`config.mk`:
```
export PLATFORM = sky130hd
export DESIGN_NAME = uart_txq_flat
export DESIGN_NICKNAME = d
export VERILOG_FILES = /design/src/rtl/uart_txq_pkg.sv /design/src/rtl/uart_txq_if.sv /design/src/rtl/uart_txq_fifo.sv /design/src/rtl/uart_txq.sv /design/src/flat_wrapper.sv
export SDC_FILE = /design/constraint.sdc
export NUM_CORES = 1
export LEC_CHECK = 0
export ABC_AREA = 0
export CAP_MARGIN = 5
export CORE_ASPECT_RATIO = 1.75
export CORE_MARGIN = 5
export CORE_UTILIZATION = 65
export DETAILED_ROUTE_END_ITERATION = 8
export DONT_BUFFER_PORTS = 1
export GPL_TIMING_DRIVEN = 0
export PLACE_DENSITY = 0.81
export SLEW_MARGIN = 10
export SYNTH_ARGS = -nofsm -noshare
export SYNTH_HDL_FRONTEND = slang
export SYNTH_SLANG_ARGS = --single-unit
```
`constraint.sdc`:
```
create_clock -name wb_clk_i -period 4.9 [get_ports wb_clk_i]
set_clock_uncertainty 0.05 [all_clocks]
set_input_delay 0.49 -clock wb_clk_i [delete_from_list [all_inputs] [get_ports wb_clk_i]]
set_output_delay 0.49 -clock wb_clk_i [all_outputs]
set_load 0.005 [all_outputs]
```
`src/rtl/uart_txq_pkg.sv`:
```
// Shared definitions for the UART transmit queue: FSM states and Wishbone
// register map of the downstream UART.
package uart_txq_pkg;

   typedef enum logic [2:0] {
      IDLE,
      POLL,
      GAP,
      WRITE,
      SETTLE
   } state_t;

   localparam logic ADR_DATA         = 1'b0;
   localparam logic ADR_STATUS       = 1'b1;
   localparam int   STATUS_TXRDY_BIT = 0;

endpackage

```
`src/rtl/uart_txq_if.sv`:
```
// Wishbone master link from the transmit queue to the UART register block.
interface uart_txq_if;

   logic       m_adr_o;
   logic [7:0] m_dat_o;
   logic [7:0] m_dat_i;
   logic       m_we_o;
   logic       m_stb_o;
   logic       m_ack_i;

   modport master (
      output m_adr_o, m_dat_o, m_we_o, m_stb_o,
      input  m_dat_i, m_ack_i
   );

   modport slave (
      input  m_adr_o, m_dat_o, m_we_o, m_stb_o,
      output m_dat_i, m_ack_i
   );

endinterface

```
`src/rtl/uart_txq_fifo.sv`:
```
// Synchronous byte FIFO with registered flags and a registered head read.
// Optional synchronous clear when UART_TXQ_FLUSH_EN is defined.
module uart_txq_fifo #(
   parameter int DEPTH_LOG2 = 4
) (
   input  logic                  wb_clk_i,
   input  logic                  wb_rst_i,
   input  logic [7:0]            wr_data,
   input  logic                  push,
   input  logic                  pop,
`ifdef UART_TXQ_FLUSH_EN
   input  logic                  flush,
`endif
   output logic [7:0]            head,
   output logic                  full,
   output logic                  empty,
   output logic [DEPTH_LOG2:0]   count,
   output logic                  ovf
);

   localparam int                  DEPTH    = 1 << DEPTH_LOG2;
   localparam logic [DEPTH_LOG2:0] CNT_FULL = (DEPTH_LOG2+1)'(DEPTH);
   localparam logic [DEPTH_LOG2:0] CNT_ONE  = (DEPTH_LOG2+1)'(1);
   localparam logic [DEPTH_LOG2-1:0] PTR_ONE = DEPTH_LOG2'(1);

   logic [7:0]            mem [DEPTH];
   logic [7:0]            head_reg;
   logic [DEPTH_LOG2-1:0] wr_ptr_reg, wr_ptr_next, rd_ptr_reg, rd_ptr_next;
   logic [DEPTH_LOG2:0]   count_reg, count_next;
   logic                  full_reg, full_next, empty_reg, empty_next;
   logic                  ovf_reg, ovf_next;
   logic                  do_push, do_pop, clear;

`ifdef UART_TXQ_FLUSH_EN
   assign clear = flush;
`else
   assign clear = 1'b0;
`endif

   // Flags are judged on the registered state, so a push while full is
   // dropped even when a pop lands in the same cycle.
   assign do_push = push && !full_reg && !clear;
   assign do_pop  = pop && !empty_reg && !clear;

   always_comb begin
      wr_ptr_next = wr_ptr_reg;
      rd_ptr_next = rd_ptr_reg;
      count_next  = count_reg;
      if (do_push) wr_ptr_next = wr_ptr_reg + PTR_ONE;
      if (do_pop)  rd_ptr_next = rd_ptr_reg + PTR_ONE;
      if (do_push && !do_pop)      count_next = count_reg + CNT_ONE;
      else if (!do_push && do_pop) count_next = count_reg - CNT_ONE;
      if (clear) begin
         wr_ptr_next = '0;
         rd_ptr_next = '0;
         count_next  = '0;
      end
      full_next  = (count_next == CNT_FULL);
      empty_next = (count_next == '0);
      ovf_next   = clear ? 1'b0 : (ovf_reg || (push && full_reg));
   end

   always_ff @(posedge wb_clk_i or posedge wb_rst_i) begin
      if (wb_rst_i) begin
         wr_ptr_reg <= '0;
         rd_ptr_reg <= '0;
         count_reg  <= '0;
         full_reg   <= 1'b0;
         empty_reg  <= 1'b1;
         ovf_reg    <= 1'b0;
      end else begin
         wr_ptr_reg <= wr_ptr_next;
         rd_ptr_reg <= rd_ptr_next;
         count_reg  <= count_next;
         full_reg   <= full_next;
         empty_reg  <= empty_next;
         ovf_reg    <= ovf_next;
      end
   end

   // Head may lag a fresh write by one cycle; the FSM never reaches WRITE
   // sooner than two cycles after the FIFO becomes non-empty or after a pop.
   always_ff @(posedge wb_clk_i) begin
      if (do_push) mem[wr_ptr_reg] <= wr_data;
      head_reg <= mem[rd_ptr_next];
   end

   assign head  = head_reg;
   assign full  = full_reg;
   assign empty = empty_reg;
   assign count = count_reg;
   assign ovf   = ovf_reg;

endmodule

```
`src/rtl/uart_txq.sv`:
```
// Byte queue that drains into a Wishbone UART: poll status, write when ready.
// Optional flush input when UART_TXQ_FLUSH_EN is defined.
module uart_txq
   import uart_txq_pkg::*;
#(
   parameter int DEPTH_LOG2 = 4,
   parameter int POLL_GAP   = 2
) (
   input  logic                wb_clk_i,
   input  logic                wb_rst_i,
   input  logic [7:0]          dat_i,
   input  logic                push_i,
`ifdef UART_TXQ_FLUSH_EN
   input  logic                flush_i,
`endif
   output logic                full_o,
   output logic                empty_o,
   output logic [DEPTH_LOG2:0] count_o,
   output logic                ovf_o,
   uart_txq_if.master          m
);

   localparam logic [3:0] GAP_LAST = 4'(POLL_GAP > 0 ? POLL_GAP - 1 : 0);

   state_t     state_reg, state_next;
   logic [3:0] cnt_reg, cnt_next;
   logic [7:0] head;
   logic       pop, flushing;
   logic       m_stb, m_we, m_adr;
   logic [7:0] m_dat;
   logic       unused_status;

   assign unused_status = ^m.m_dat_i[7:1];

   uart_txq_fifo #(.DEPTH_LOG2(DEPTH_LOG2)) u_fifo (
      .wb_clk_i (wb_clk_i),
      .wb_rst_i (wb_rst_i),
      .wr_data  (dat_i),
      .push     (push_i),
      .pop      (pop),
`ifdef UART_TXQ_FLUSH_EN
      .flush    (flush_i),
`endif
      .head     (head),
      .full     (full_o),
      .empty    (empty_o),
      .count    (count_o),
      .ovf      (ovf_o)
   );

`ifdef UART_TXQ_FLUSH_EN
   // A flush that hits an open bus cycle is remembered until the ack arrives.
   logic flush_pend_reg, flush_pend_next;
   assign flushing        = flush_i || flush_pend_reg;
   assign flush_pend_next = flushing && m_stb && !m.m_ack_i;
   always_ff @(posedge wb_clk_i or posedge wb_rst_i) begin
      if (wb_rst_i) flush_pend_reg <= 1'b0;
      else          flush_pend_reg <= flush_pend_next;
   end
`else
   assign flushing = 1'b0;
`endif

   always_ff @(posedge wb_clk_i or posedge wb_rst_i) begin
      if (wb_rst_i) begin
         state_reg <= IDLE;
         cnt_reg   <= '0;
      end else begin
         state_reg <= state_next;
         cnt_reg   <= cnt_next;
      end
   end

   always_comb begin
      state_next = state_reg;
      cnt_next   = '0;
      pop        = 1'b0;
      m_stb      = 1'b0;
      m_we       = 1'b0;
      m_adr      = ADR_DATA;
      m_dat      = 8'h00;
      case (state_reg)
         IDLE: begin
            if (!empty_o && !flushing) state_next = POLL;
         end
         POLL: begin
            m_stb = 1'b1;
            m_adr = ADR_STATUS;
            if (m.m_ack_i) begin
               if (flushing)                          state_next = IDLE;
               else if (m.m_dat_i[STATUS_TXRDY_BIT])  state_next = WRITE;
               else if (POLL_GAP == 0)                state_next = POLL;
               else                                   state_next = GAP;
            end
         end
         GAP: begin
            if (flushing)                 state_next = IDLE;
            else if (cnt_reg == GAP_LAST) state_next = POLL;
            else                          cnt_next   = cnt_reg + 4'd1;
         end
         WRITE: begin
            m_stb = 1'b1;
            m_we  = 1'b1;
            m_adr = ADR_DATA;
            m_dat = head;
            if (m.m_ack_i) begin
               pop        = !flushing;
               state_next = flushing ? IDLE : SETTLE;
            end
         end
         SETTLE: begin
            // Two quiet cycles let the UART busy flag catch up with the write.
            if (flushing || cnt_reg == 4'd1) state_next = IDLE;
            else                             cnt_next   = cnt_reg + 4'd1;
         end
         default: state_next = IDLE;
      endcase
   end

   assign m.m_stb_o = m_stb;
   assign m.m_we_o  = m_we;
   assign m.m_adr_o = m_adr;
   assign m.m_dat_o = m_dat;

endmodule

```
`src/flat_wrapper.sv`:
```
// flat-port wrapper written by rule: the top's interface ports become plain ports
module uart_txq_flat import uart_txq_pkg::*;
#(
   parameter int DEPTH_LOG2 = 4,
   parameter int POLL_GAP   = 2
)
  (wb_clk_i, wb_rst_i, dat_i, push_i, full_o, empty_o, count_o, ovf_o, m_m_adr_o, m_m_dat_o, m_m_we_o, m_m_stb_o, m_m_dat_i, m_m_ack_i);
  uart_txq_if m_i ();
  input  logic wb_clk_i;
  input  logic wb_rst_i;
  input  logic [7:0] dat_i;
  input  logic push_i;
  output logic full_o;
  output logic empty_o;
  output logic [DEPTH_LOG2:0] count_o;
  output logic ovf_o;
  output wire logic [$bits(m_i.m_adr_o)-1:0] m_m_adr_o;
  output wire logic [$bits(m_i.m_dat_o)-1:0] m_m_dat_o;
  output wire logic [$bits(m_i.m_we_o)-1:0] m_m_we_o;
  output wire logic [$bits(m_i.m_stb_o)-1:0] m_m_stb_o;
  input wire logic [$bits(m_i.m_dat_i)-1:0] m_m_dat_i;
  input wire logic [$bits(m_i.m_ack_i)-1:0] m_m_ack_i;
  assign m_m_adr_o = m_i.m_adr_o;
  assign m_m_dat_o = m_i.m_dat_o;
  assign m_m_we_o = m_i.m_we_o;
  assign m_m_stb_o = m_i.m_stb_o;
  assign m_i.m_dat_i = m_m_dat_i;
  assign m_i.m_ack_i = m_m_ack_i;
  uart_txq #(.DEPTH_LOG2(DEPTH_LOG2), .POLL_GAP(POLL_GAP)) u_core (.wb_clk_i(wb_clk_i), .wb_rst_i(wb_rst_i), .dat_i(dat_i), .push_i(push_i), .full_o(full_o), .empty_o(empty_o), .count_o(count_o), .ovf_o(ovf_o), .m(m_i));
endmodule
```
# Word level (Yosys, flattened, before mapping)
# Memory sizes are Yosys's and may differ from the RTL's. A register that Yosys moved wholly into a read port is not among the register bits.
# Cells that the tools add are included.
op_classes:
  add_sub_neg: 5
  n_eq_ne: 11
  mux: 20
  reduce_logical: 15
ops:
  columns: ["operator", "n"]
  rows:
  - ["$mux W3", 5]
  - ["$pmux W3 S5", 1]
  - ["$add A4 B1 Y4 const B", 3]
  - ["$mux W4", 3]
  - ["$mux W5", 2]
  - ["$mux W1", 8]
  - ["$mux W8", 1]
  - ["$eq A3 B2 Y1 const B", 2]
  - ["$ne A2 B2 Y1 const B", 3]
  - ["$add A5 B1 Y5 const B", 1]
  - ["$eq A5 B5 Y1 const B", 1]
  - ["$logic_and A1 B1 Y1", 5]
  - ["$logic_not A5 Y1", 1]
  - ["$reduce_and A5 Y1", 1]
  - ["$sub A5 B1 Y5 const B", 1]
  - ["$eq A4 B1 Y1 const B", 1]
  - ["$logic_not A1 Y1", 4]
  - ["$ne A2 B1 Y1 const B", 2]
  - ["$reduce_or A2 Y1", 2]
  - ["$eq A3 B1 Y1 const B", 1]
  - ["$eq A3 B3 Y1 const B", 1]
  - ["$logic_not A3 Y1", 1]
  - ["$logic_or A1 B1 Y1", 1]
totals:
  ff_bits: 23
  ramBits: 128
  inputBits: 20
  output_inout_bits: 19
  elab_cells: 60
  memories: 1
mem_list:
  columns: ["memory", "words", "width", "read_ports", "rd_ports_with_merged_regs", "write_ports", "line_no", "source"]
  rows:
  - ["u_core.u_fifo.mem", 16, 8, 1, 1, 1, "uart_txq_fifo.sv:26", "logic [7:0] mem [DEPTH];"]

# Logic depth before layout (Yosys ltp)
# Gate-level depths: netlist of run 1.
depth:
  word_depth: 7
  depth_mapped: 8
  depth_no_buf: 7

# By module
# Synthesis of run 1 repeated with hierarchy kept, for this count alone.
hier_totals:
  hier_cells: 677
  hier_area_um2: 7549.7
by_module_without_submodules:
  columns: ["module", "instances", "cells_each", "area_each_um2", "seq_area_each_um2"]
  rows:
  - ["uart_txq_fifo", 1, 632, 7135.6, 4405.5]
  - ["uart_txq", 1, 45, 414.1, 175.2]

# Worst setup path before layout of run 1
# No wires, ideal clock.
synth_timing:
  kind: "input to register"
  from: "input port push_i"
  to: "memory u_core.u_fifo.mem[3][0] (enable)"
  setup_ns: 0.383
  arrival_time_ns: 1.684
  t_required_ns: 4.467
  path_slack_ns: 2.783
  path_stages: 4
  path_buffers: 1
  cell_sequence: "nor2b_1 clkbuf_1 nand2_1 nor3_1"
synth_via:
  elab_chain_cells: 3
synth_lines:
  columns: ["item", "line_no", "source"]
  rows:
  - ["start: declaration", "flat_wrapper.sv:12", "input logic push_i;"]
  - ["$logic_and A1 B1 Y1", "uart_txq_fifo.sv:42", "assign do_push = push && !full_reg && !clear;"]
  - ["$mux W1", "uart_txq_fifo.sv:84", "if (do_push) mem[wr_ptr_reg] <= wr_data;"]
  - ["$mux W1 (implied by the code)", "uart_txq_fifo.sv:84", null]
  - ["end: declaration", "uart_txq_fifo.sv:26", null]
# No other way between the ends.

# Worst setup path in the final report of run 1
layout_timing:
  from: "register u_core.state_reg[2]"
  to: "register u_core.u_fifo.head_reg[2] (netlist: u_core.u_fifo.head[2]) (read register of u_core.u_fifo.mem)"
layout_via:
  elab_chain_cells: 4
layout_lines:
  columns: ["item", "line_no", "source"]
  rows:
  - ["start: declaration", "uart_txq.sv:25", "state_t state_reg, state_next;"]
  - ["start signal: assignment", "uart_txq.sv:69", "state_reg <= state_next;"]
  - ["$eq A3 B2 Y1", "uart_txq.sv:82", "case (state_reg)"]
  - ["$mux W1", "uart_txq.sv:82", null]
  - ["$logic_and A1 B1 Y1", "uart_txq_fifo.sv:43", "assign do_pop = pop && !empty_reg && !clear;"]
  - ["$mux W4", "uart_txq_fifo.sv:50", "if (do_pop) rd_ptr_next = rd_ptr_reg + PTR_ONE;"]
  - ["end: declaration", "uart_txq_fifo.sv:27", "logic [7:0] head_reg;"]
# No other way between the ends.
# A chain may end at the register's enable or synchronous reset.

==> results of run 1 <==
[worst paths after layout]
path / slack, ns / startpoint / cells after the start / to
setup / recovery: 2.07 / u_core.state_reg[2]$_DFFE_PP0P_ / 6 / u_core.u_fifo.head[2]$_DFF_P_
hold / removal: 0.08 / wb_rst_i / 1 / u_core.cnt_reg[0]$_DFF_PP0_
setup reg to reg: 2.07 / u_core.state_reg[2]$_DFFE_PP0P_ / 6 / u_core.u_fifo.head[2]$_DFF_P_
hold reg to reg: 0.44 / u_core.u_fifo.ovf$_DFF_PP0_ / 1 / u_core.u_fifo.ovf$_DFF_PP0_
max in group asynchronous: 4.17 / wb_rst_i / 1 / u_core.u_fifo.rd_ptr_reg[1]$_DFF_PP0_
min in group wb_clk_i: 0.10 / dat_i[3] / 0 / u_core.u_fifo.mem[14][3]$_DFFE_PP_
[power by group through the flow]
stage	clock [uW]	combinational, uW	sequential [uW]
floorplan	0	1560	1820
global placement	0	2010	1850
detailed placement	0	2070	1870
CTS	1390	2090	1840
global route	1460	2250	1860
finish	1390	2120	1840
[layer usage]
layer  share of wire [%]  vias to the layer above  global-route usage, %
met2                  52                      271                   47.6
li1                    -                     2267                      -
met1                  34                     2560                   30.8
met3                 7.6                       73                   6.01
met5                   0                        -                      0
met4                 5.8                        0                   18.0
[synthesized netlist by cell type, drive strengths merged (3+ instances only)]
library cell | n | area share, %
nand2 | 13 | 0.63
nand2b | 7 | 0.57
o21ai | 5 | 0.37
a221o | 28 | 3.6
o22ai | 34 | 2.8
dfrtp | 22 | 7.2
nand3 | 8 | 0.68
nor2b | 4 | 0.32
inv | 11 | 0.54
buf | 21 | 1.8
ha | 9 | 1.5
a21o | 3 | 0.29
o32ai | 16 | 1.9
xor2 | 4 | 0.46
clkbuf | 19 | 0.93
mux2i | 97 | 13
nand4 | 3 | 0.24
dfxtp | 8 | 2.1
nor4 | 10 | 1.3
a211oi | 31 | 3.0
and3 | 10 | 0.88
xnor2 | 10 | 1.1
edfxtp | 128 | 50
nor2 | 24 | 1.2
nor3 | 5 | 0.47
a21oi | 4 | 0.26
[cell type report]
type | count | area (um2)
sequential | 159 | 4580
buffer | 40 | 213
clock buffer | 18 | 429
clock inverter | 14 | 191
inverter | 11 | 41.3
multi-input combinational | 344 | 2870
tap | 135 | 169
fill | 748 | 3090
[metrics by stage]
step           util [%]  hold slack, ns  total power [uW]  worst slack, ns  std cells
5_1_grt            73.3          0.0918              5580             2.00        721
6_report           73.3          0.0846              5360             2.07        721
3_5_place_dp       67.9           0.432              3930             2.18        689
3_3_place_gp       67.9           0.423              3860             2.18        689
2_1_floorplan         -           0.401              3380             2.78        554
4_1_cts            73.3          0.0999              5320             2.14        721
[placed cells by master (no fill, tap or decap), types with 4 or more instances in the layout]
cell / instances
a211oi_1: 31
a21oi_1: 4
a221o_1: 28
and3_1: 9
buf_2: 14
buf_6: 6
clkbuf_1: 20
clkbuf_16: 17
dfrtp_1: 22
dfxtp_1: 8
edfxtp_1: 128
ha_1: 9
inv_1: 11
inv_6: 5
mux2i_1: 96
nand2_1: 13
nand2b_1: 7
nand3_1: 7
nor2_1: 24
nor2b_1: 4
nor4_1: 4
nor4_2: 6
o21ai_0: 4
o22ai_1: 34
o32ai_1: 15
xnor2_1: 10
xor2_1: 4
[worst reg2reg max path: cells and delay by family, from the launching register on]
kind,cells,cell delay (ns)
flip-flops,1,0.44
AO/OA/AOI/OAI,1,0.80
buffers and inverters,1,0.14
AND/OR/NAND/NOR,4,1.26
[kinds of logic (layout without fill, tap and decap cells)]
kind of cell / after synthesis / in the layout
DFF: 159 / 159
AOI/OAI and AO/OA: 130 / 130
muxes: 100 / 100
and+or+nand+nor: 91 / 91
buffers and inverters: 51 / 83
xor gates and xnor gates: 14 / 14
adders and majority gates: 9 / 9
==> flow_summary.json, run 1 <==
{
  "slew_headroom_pct": 28.2,
  "cts_tree": "yes",
  "power-per-cell-area_nw_per_um2": 631,
  "globalplace.congestion": 0.911,
  "yosys.area_share.simple_pct": 7.07,
  "num_antenna_cells": 0,
  "slew_violations": 0,
  "irDropWorstVdd_v": 0.000365,
  "routed_wl_um": 19100,
  "final_area_um2": 8490,
  "setup_tns_ns": 0,
  "die_h_um": 154,
  "critPathLaunchType": "flop",
  "overflow": 0,
  "syn_inst": 554,
  "timing.final.crit_share_pct": 57.7,
  "p_seq_share_pct": 34.4,
  "htreeDepth": 4,
  "synthFlopType": "edfxtp_1",
  "place_area_um2": 7870,
  "timing.final.crit_period_ns": 2.83,
  "drive_above_1_share_pct": 12.3,
  "hpwl_um": 13500,
  "sw_frac_of_total_pct": 37.8,
  "grt_pass1_wl_um": 29100,
  "postCtsSetupBuffers": 0,
  "die_area_um2": 14200,
  "cts_resized": 0,
  "path_delay_family": "simple AND/OR/NAND/NOR gates",
  "synth-compound-area-share_pct": 13.7,
  "ys_seq_area_share_pct": 59.5,
  "num_vias": 5171,
  "path_cells": "nor2_1 -> and3_4 -> buf_6 -> nand4_1 -> a211oi_1 -> nor4_2",
  "arrival_ns": 3.06,
  "largest_reg_flops": 128,
  "grt_pass1_vias": 5299,
  "chipWidth_um": 92.3,
  "status": "complete, no violations",
  "synth_area_um2": 7700,
  "fmax_ghz": 0.354,
  "pwr-share-clk_pct": 26.0,
  "row_count": 52,
  "critPathMaxStageDelay_ns": 0.79,
  "clockBufferDepth": 2,
  "async_flop_share_pct": 14.5,
  "antenna_found_initial": 0,
  "area_growth_syn_to_layout_pct": 10.3,
  "synth-adder-area-share_pct": 1.46,
  "viasPerCell": 7.17,
  "ys_types": 51,
  "clk_pin_slew_ns": 0.06,
  "drc": 0,
  "first_iter_violations": 494,
  "power_switching_uw": 2020,
  "hp-class": "input port to asynchronous set/reset pin",
  "cpMaxStageDelayCell": "a211oi_1",
  "start_util_pct": 66.5,
  "numCtsBuffers": 17,
  "io_pins": 39,
  "maxCapViolCount": 0,
  "io_buffers": 0,
  "synth.area.mux_share_pct": 13.4,
  "clock_sinks": 159,
  "crit_buf_inv": 1,
  "synth_seq_cells": 159,
  "critPathRequiredTime_ns": 5.13,
  "avgSynthCellArea_um2": 13.9,
  "synth_warnings": 0,
  "synth_top_family_by_area": "compound AO/OA/AOI/OAI gates",
  "ctsHoldBuffers": 0,
  "routedWlPerCell_um": 26.4,
  "fin_nets": 602,
  "grt_max_degree": 24,
  "end_kind": "flop",
  "p_int_uw": 3330,
  "synth_edf_count": 128,
  "path_max_fanout": 8,
  "grtUsageTotal_pct": 27.8,
  "worstSetupPathType": "flop to flop",
  "cts_root_buf": "clkbuf_16",
  "hold_violations": 0,
  "drtAntennaViolNets": 0,
  "synth-xor-area-share_pct": 1.59,
  "drt-pass1-iter-count": 5,
  "clk_latency_ns": 0.43,
  "core-area_um2": 11600,
  "syn_nets": 583,
  "p_leak_uw": 0.00313,
  "grt_setup_unrepaired": "false",
  "setup_violations": 0,
  "worstMarginPinSlew_ns": 1.07,
  "p_comb_share_pct": 39.7
}
Note: power is estimated with default switching activity, not from simulation.
==> inputs of run 2 (changes only) <==
--- a/config.mk
+++ b/config.mk
@@ -9,11 +9,11 @@
 export CAP_MARGIN = 5
 export CORE_ASPECT_RATIO = 1.75
 export CORE_MARGIN = 5
-export CORE_UTILIZATION = 65
+export CORE_UTILIZATION = 64
 export DETAILED_ROUTE_END_ITERATION = 8
 export DONT_BUFFER_PORTS = 1
 export GPL_TIMING_DRIVEN = 0
-export PLACE_DENSITY = 0.81
+export PLACE_DENSITY = 0.8
 export SLEW_MARGIN = 10
 export SYNTH_ARGS = -nofsm -noshare
 export SYNTH_HDL_FRONTEND = slang
==> constraint.sdc (replaced) <==
create_clock -name wb_clk_i -period 3 [get_ports wb_clk_i]
set_clock_uncertainty 0.05 [all_clocks]
set_input_delay 0.3 -clock wb_clk_i [delete_from_list [all_inputs] [get_ports wb_clk_i]]
set_output_delay 0.3 -clock wb_clk_i [all_outputs]
set_load 0.005 [all_outputs]
==> flow_summary.json, run 2 (synthesis gave the netlist of run 1 again) <==
{
  "status": "complete, no violations",
  "power_uw": 8490,
  "io_buffers": 0,
  "worstMarginPinSlew_ns": 1.14,
  "clock_sinks": 159,
  "fin_nets": 613,
  "busiest_layer": "met2",
  "path_cells": "nor2_1 -> and3_4 -> buf_6 -> mux2i_1 -> a211oi_1 -> nor4_1",
  "numCtsBuffers": 17,
  "end_kind": "flop",
  "met3_usage_pct": 5.08,
  "power-per-cell-area_nw_per_um2": 995,
  "irDropWorstVdd_v": 0.000619,
  "overflow": 0,
  "chipWidth_um": 92.9,
  "grt_use_met2_pct": 47.3,
  "cts_tree": "yes",
  "critPathRequiredTime_ns": 3.25,
  "area_growth_syn_to_layout_pct": 10.7,
  "row_count": 53,
  "viasPerCell": 7.07,
  "drive_above_1_share_pct": 11.4,
  "largest_reg_flops": 128,
  "path_delay_family": "simple AND/OR/NAND/NOR gates",
  "grt_max_degree": 24,
  "die_area_um2": 14400,
  "setup_violations": 0,
  "gr-usage-met1_pct": 29.1,
  "clockBufferDepth": 2,
  "critPathMaxStageDelay_ns": 0.62,
  "final_util_pct": 71.4,
  "clk_latency_ns": 0.43,
  "grtUsageTotal_pct": 26.7,
  "timing.final.crit_share_pct": 93.4,
  "num_antenna_cells": 0,
  "drc": 0,
  "maxCapViolCount": 0,
  "drt-pass1-iter-count": 8,
  "cpMaxStageDelayCell": "mux2i_1",
  "io_pins": 39,
  "cts_root_buf": "clkbuf_16",
  "layout_commonest_cell": "edfxtp_1",
  "path_max_fanout": 8,
  "hpwl_um": 13400,
  "final_cell_mix": "edfxtp_1 (128), mux2i_1 (96), o22ai_1 (34)",
  "routed_wl_um": 18600,
  "start_util_pct": 64.5,
  "grt_pass1_vias": 5260,
  "crit_buf_inv": 1,
  "critPathLaunchType": "flop",
  "clk_pin_slew_ns": 0.06,
  "nFillCells": 808,
  "num_vias": 5189,
  "first_iter_violations": 490,
  "globalplace.congestion": 0.947,
  "hp-class": "input port to flop",
  "p_leak_uw": 0.00314,
  "grt_pass1_wl_um": 28500,
  "worstSetupPathType": "flop to flop",
  "drtAntennaViolNets": 0,
  "die_h_um": 155,
  "grt_setup_unrepaired": "false",
  "slew_headroom_pct": 23.5,
  "slew_violations": 0,
  "core-area_um2": 11900,
  "dp.cells": 691,
  "htreeDepth": 4,
  "setup_tns_ns": 0,
  "arrival_ns": 3.05,
  "timing.final.crit_period_ns": 2.80,
  "hold_violations": 0,
  "routedWlPerCell_um": 25.3,
  "antenna_found_initial": 0,
  "fmax_ghz": 0.357,
  "stdcell_count": 734
}
==> run 2: changes by cell type in the layout (fill, tap and decap cells not counted) <==
cell	previous run	this run
inv_8	3	0
nor3_1	3	4
dlygate4sd3_1	0	11
bufinv_16	3	1
clkinvlp_4	2	4
clkinv_2	0	2
clkinv_1	0	2
inv_6	5	3
nor3_2	1	0
clkbuf_1	20	21
==> run 2: where the power goes <==
part	internal [uW]	leakage [uW]	switching [uW]
registers	2770	0.00151	240
clock network	1140	0.000255	858
logic	1340	0.00137	2140
total	5250	0.00313	3240
==> run 2: repair_timing <==
action,CTS,global route
buffers inserted,0,0
hold endpoints to repair,153,0
hold buffers,11,0
resized for setup,0,0
==> run 2: worst paths after layout <==
path	slack, ns	cells past startpoint	startpoint	endpoint
worst max-delay path	0.20	6	u_core.state_reg[2]$_DFFE_PP0P_	u_core.u_fifo.head[5]$_DFF_P_
worst min-delay path	0.02	2	m_m_dat_i[0]	u_core.state_reg[0]$_DFFE_PP0P_
worst max register to register	0.20	6	u_core.state_reg[2]$_DFFE_PP0P_	u_core.u_fifo.head[5]$_DFF_P_
worst min register to register	0.46	1	u_core.cnt_reg[0]$_DFF_PP0_	u_core.cnt_reg[0]$_DFF_PP0_
max in group asynchronous	1.91	2	wb_rst_i	u_core.u_fifo.wr_ptr_reg[1]$_DFFE_PP0P_
min in group asynchronous	0.44	2	wb_rst_i	u_core.cnt_reg[3]$_DFF_PP0_
==> run 2: cell type report <==
type | count | area (um2) | share of cell area [%]
Sequential cell | 159 | 4580 | 53.7
Inverter | 11 | 41.3 | 0.484
Tap cell | 137 | 171 | 2.01
Buffer | 40 | 213 | 2.49
Clock inverter | 13 | 113 | 1.32
Timing Repair Buffer | 11 | 110 | 1.29
Clock buffer | 19 | 433 | 5.08
Multi-Input combinational cell | 344 | 2860 | 33.6
==> run 2: per-layer routing <==
layer	wire (um)	part of all wire [%]
met2	9790	53
met4	1200	6.4
met1	6500	35
met3	1080	5.8
met5	0	0
==> run 2: through the flow <==
| step | instance area (um2) | hold WS, ns | setup slack (ns) |
|---|---|---|---|
| 5_1_grt | 8530 | 0.0455 | 0.0592 |
| 4_1_cts | 8530 | 0.0104 | 0.266 |
| 3_3_place_gp | 7870 | 0.350 | 0.284 |
| 6_report | 8530 | 0.0224 | 0.197 |
| 2_1_floorplan | 7700 | 0.251 | 0.981 |
| 3_5_place_dp | 7870 | 0.350 | 0.296 |
==> inputs of run 3 (changes only) <==
--- a/config.mk
+++ b/config.mk
@@ -17,4 +17,5 @@
 export SLEW_MARGIN = 10
 export SYNTH_ARGS = -nofsm -noshare
 export SYNTH_HDL_FRONTEND = slang
+export SYNTH_HIERARCHICAL = 1
 export SYNTH_SLANG_ARGS = --single-unit
==> flow_summary.json, run 3 <==
{
  "antenna_found_initial": 0,
  "slew_violations": 0,
  "drc": 0,
  "overflow": 0,
  "worstMarginPinSlew_ns": 1.05,
  "critPathLaunch": "u_core/state_reg[2]$_DFFE_PP0P_",
  "row_count": 52,
  "drtAntennaViolNets": 0,
  "die_area_um2": 14200,
  "synth.top_cells.by_area": "edfxtp_1 (51%), dfrtp_1 (7.3%), a21oi_1 (5.4%)",
  "viasPerCell": 7.09,
  "grt_max_degree": 17,
  "critPathLaunchType": "flop",
  "synthFlopType": "edfxtp_1",
  "setup_tns_ns": 0,
  "synth_edf_count": 128,
  "setup_violations": 0,
  "timing.final.crit_period_ns": 2.91,
  "layout_commonest_cell": "edfxtp_1",
  "maxCapViolCount": 0,
  "io_pins": 39,
  "async_flop_share_pct": 14.5,
  "htreeDepth": 4,
  "hp-class": "input port to flop",
  "clock_sinks": 159,
  "hold_violations": 0,
  "path_max_fanout": 10,
  "critPathRequiredTime_ns": 3.24,
  "dp.cells": 812,
  "reg2reg_from": "u_core/state_reg[2]$_DFFE_PP0P_",
  "area_growth_syn_to_layout_pct": 12.8,
  "hold_depth": 2,
  "grt_use_met2_pct": 56.9,
  "fin_nets": 736,
  "ys_seq_area_share_pct": 60.7,
  "power-per-cell-area_nw_per_um2": 1130,
  "stdcell_count": 855,
  "slew_headroom_pct": 29.6,
  "num_antenna_cells": 0,
  "synth_top_area_share_pct": 50.9,
  "core-area_um2": 11600,
  "largest_reg_flops": 128,
  "p_leak_uw": 0.00300,
  "worstReg2RegEnd": "u_core/u_fifo/head[1]$_DFF_P_",
  "gr-usage-met1_pct": 35.0,
  "final_util_pct": 73.6,
  "postCtsSetupBuffers": 0,
  "final_cell_mix": "edfxtp_1 (128), a21oi_1 (80), nor2_1 (75)",
  "avgSynthCellArea_um2": 11.2,
  "chipWidth_um": 92.1,
  "fmax_ghz": 0.343,
  "io_buffers": 0,
  "grtUsageTotal_pct": 32.8,
  "r2r_setup_slack_ns": 0.09,
  "ys_types": 50,
  "worst_slack_ns": 0.0879,
  "clk_pin_slew_ns": 0.06,
  "busiest_layer": "met2",
  "synth_most_common_cell": "edfxtp_1",
  "irDropWorstVdd_v": 0.000808,
  "ff2ff_path_depth": 11,
  "hold_end": "u_core/state_reg[1]$_DFFE_PP0P_",
  "dp_slack_ns": 0.0000431,
  "synth_warnings": 6,
  "grt_pass1_vias": 6143,
  "timing.final.crit_share_pct": 97.1,
  "grt_pass1_wl_um": 34300,
  "cts_tree": "yes",
  "grt_setup_unrepaired": "true",
  "num_vias": 6064,
  "globalplace.congestion": 0.949,
  "die_h_um": 154,
  "routed_wl_um": 22600,
  "end_kind": "flop",
  "syn_inst": 677,
  "worstHoldStart": "m_m_ack_i",
  "drt-pass1-iter-count": 5,
  "synth.largest_area_cell": "edfxtp_1",
  "clk_latency_ns": 0.43,
  "worstSetupPathType": "flop to flop",
  "arrival_ns": 3.16,
  "synth_seq_cells": 159,
  "drive_above_1_share_pct": 11.9,
  "clockBufferDepth": 2,
  "first_iter_violations": 787,
  "nFillCells": 813,
  "hpwl_um": 15700,
  "numCtsBuffers": 17,
  "synth_area_um2": 7550,
  "start_util_pct": 65.2,
  "synthTopCellsByCount": "edfxtp_1 (128), a21oi_1 (81), nor2_1 (75)",
  "cts_root_buf": "clkbuf_16",
  "routedWlPerCell_um": 26.4,
  "met3_usage_pct": 6.85,
  "syn_nets": 706,
  "status": "complete, no violations"
}
-- run 3: cell types whose count changed after synthesis, moves of 23 or more --
cell	change
o211ai_1	+33
nor2_1	+51
o21ai_0	+34
a221o_1	-28
o22ai_1	-23
a21oi_1	+77
mux2i_1	-96
-- run 3: what timing repair did --
item | CTS | global route
hold buffers | 11 | 0
pin swaps | 0 | 1
hold endpoints to repair | 152 | 0
gates resized for setup | 4 | 15
endpoints found under the setup margin | 2 | 8
gates cloned | 0 | 0
-- run 3: area by class of cell --
type                       count  area [um2]  area share, %
clock buffer                  20         447           5.24
multi-input combinational    425        2640           31.0
tap                          135         169           1.98
sequential                   159        4580           53.8
buffer                        58         278           3.26
timing repair buffer          11         110           1.29
clock inverter                12         160           1.88
inverter                      35         131           1.54
-- run 3: report_power, final --
part	internal, uW	switching, uW
Combinational	1370	3080
Sequential	2760	219
Clock	1340	872
Total	5470	4170
-- run 3: cell families (layout without fill, tap and decap cells) --
| kind of cell | after synthesis | after routing | synth area share, % |
|---|---|---|---|
| buf+inv | 93 | 136 | 5.24 |
| flops | 159 | 159 | 60.7 |
| simple gates | 161 | 161 | 10.1 |
| xor+xnor | 13 | 13 | 1.76 |
| fa+ha+maj | 9 | 9 | 1.49 |
| compound gates | 242 | 242 | 20.7 |
-- run 3: worst max path at each step --
stage	end	depth (start not counted)
finish	u_core/u_fifo/head[1]$_DFF_P_	11
global route	u_core/u_fifo/head[0]$_DFF_P_	12
CTS	u_core/u_fifo/head[5]$_DFF_P_	10
detailed placement	u_core/u_fifo/head[2]$_DFF_P_	12
global placement	u_core/u_fifo/head[1]$_DFF_P_	11
floorplan	u_core/u_fifo/head[0]$_DFF_P_	12
-- run 3: worst max-delay path: stages, from the launching register on --
cell and delay, ns:
dfrtp_1 0.41, nand2b_4 0.17, inv_2 0.04, and3_1 0.21, nor2b_2 0.17, buf_6 0.14
buf_4 0.18, clkbuf_2 0.22, a21oi_1 0.46, o221ai_1 0.35, a22oi_1 0.27, a21oi_1 0.10
-- run 3: per-layer routing --
metal | up-vias | wire length (um) | part of all wire [%]
li1 | 2620 | - | -
met1 | 2905 | 7150 | 32
met2 | 417 | 11600 | 51
met3 | 122 | 1960 | 8.7
met4 | 0 | 1840 | 8.2
met5 | - | 0 | 0
-- run 3: metrics by stage --
| step | total power [uW] | area (um2) | hold slack, ns |
|---|---|---|---|
| 4_1_cts | 9420 | 8470 | 0.0268 |
| 3_5_place_dp | 7120 | 7740 | 0.0788 |
| 5_1_grt | 10100 | 8520 | 0.0403 |
| 6_report | 9640 | 8520 | 0.0327 |
| 2_1_floorplan | 5780 | 7550 | 0.0534 |
| 3_3_place_gp | 6970 | 7720 | 0.0689 |
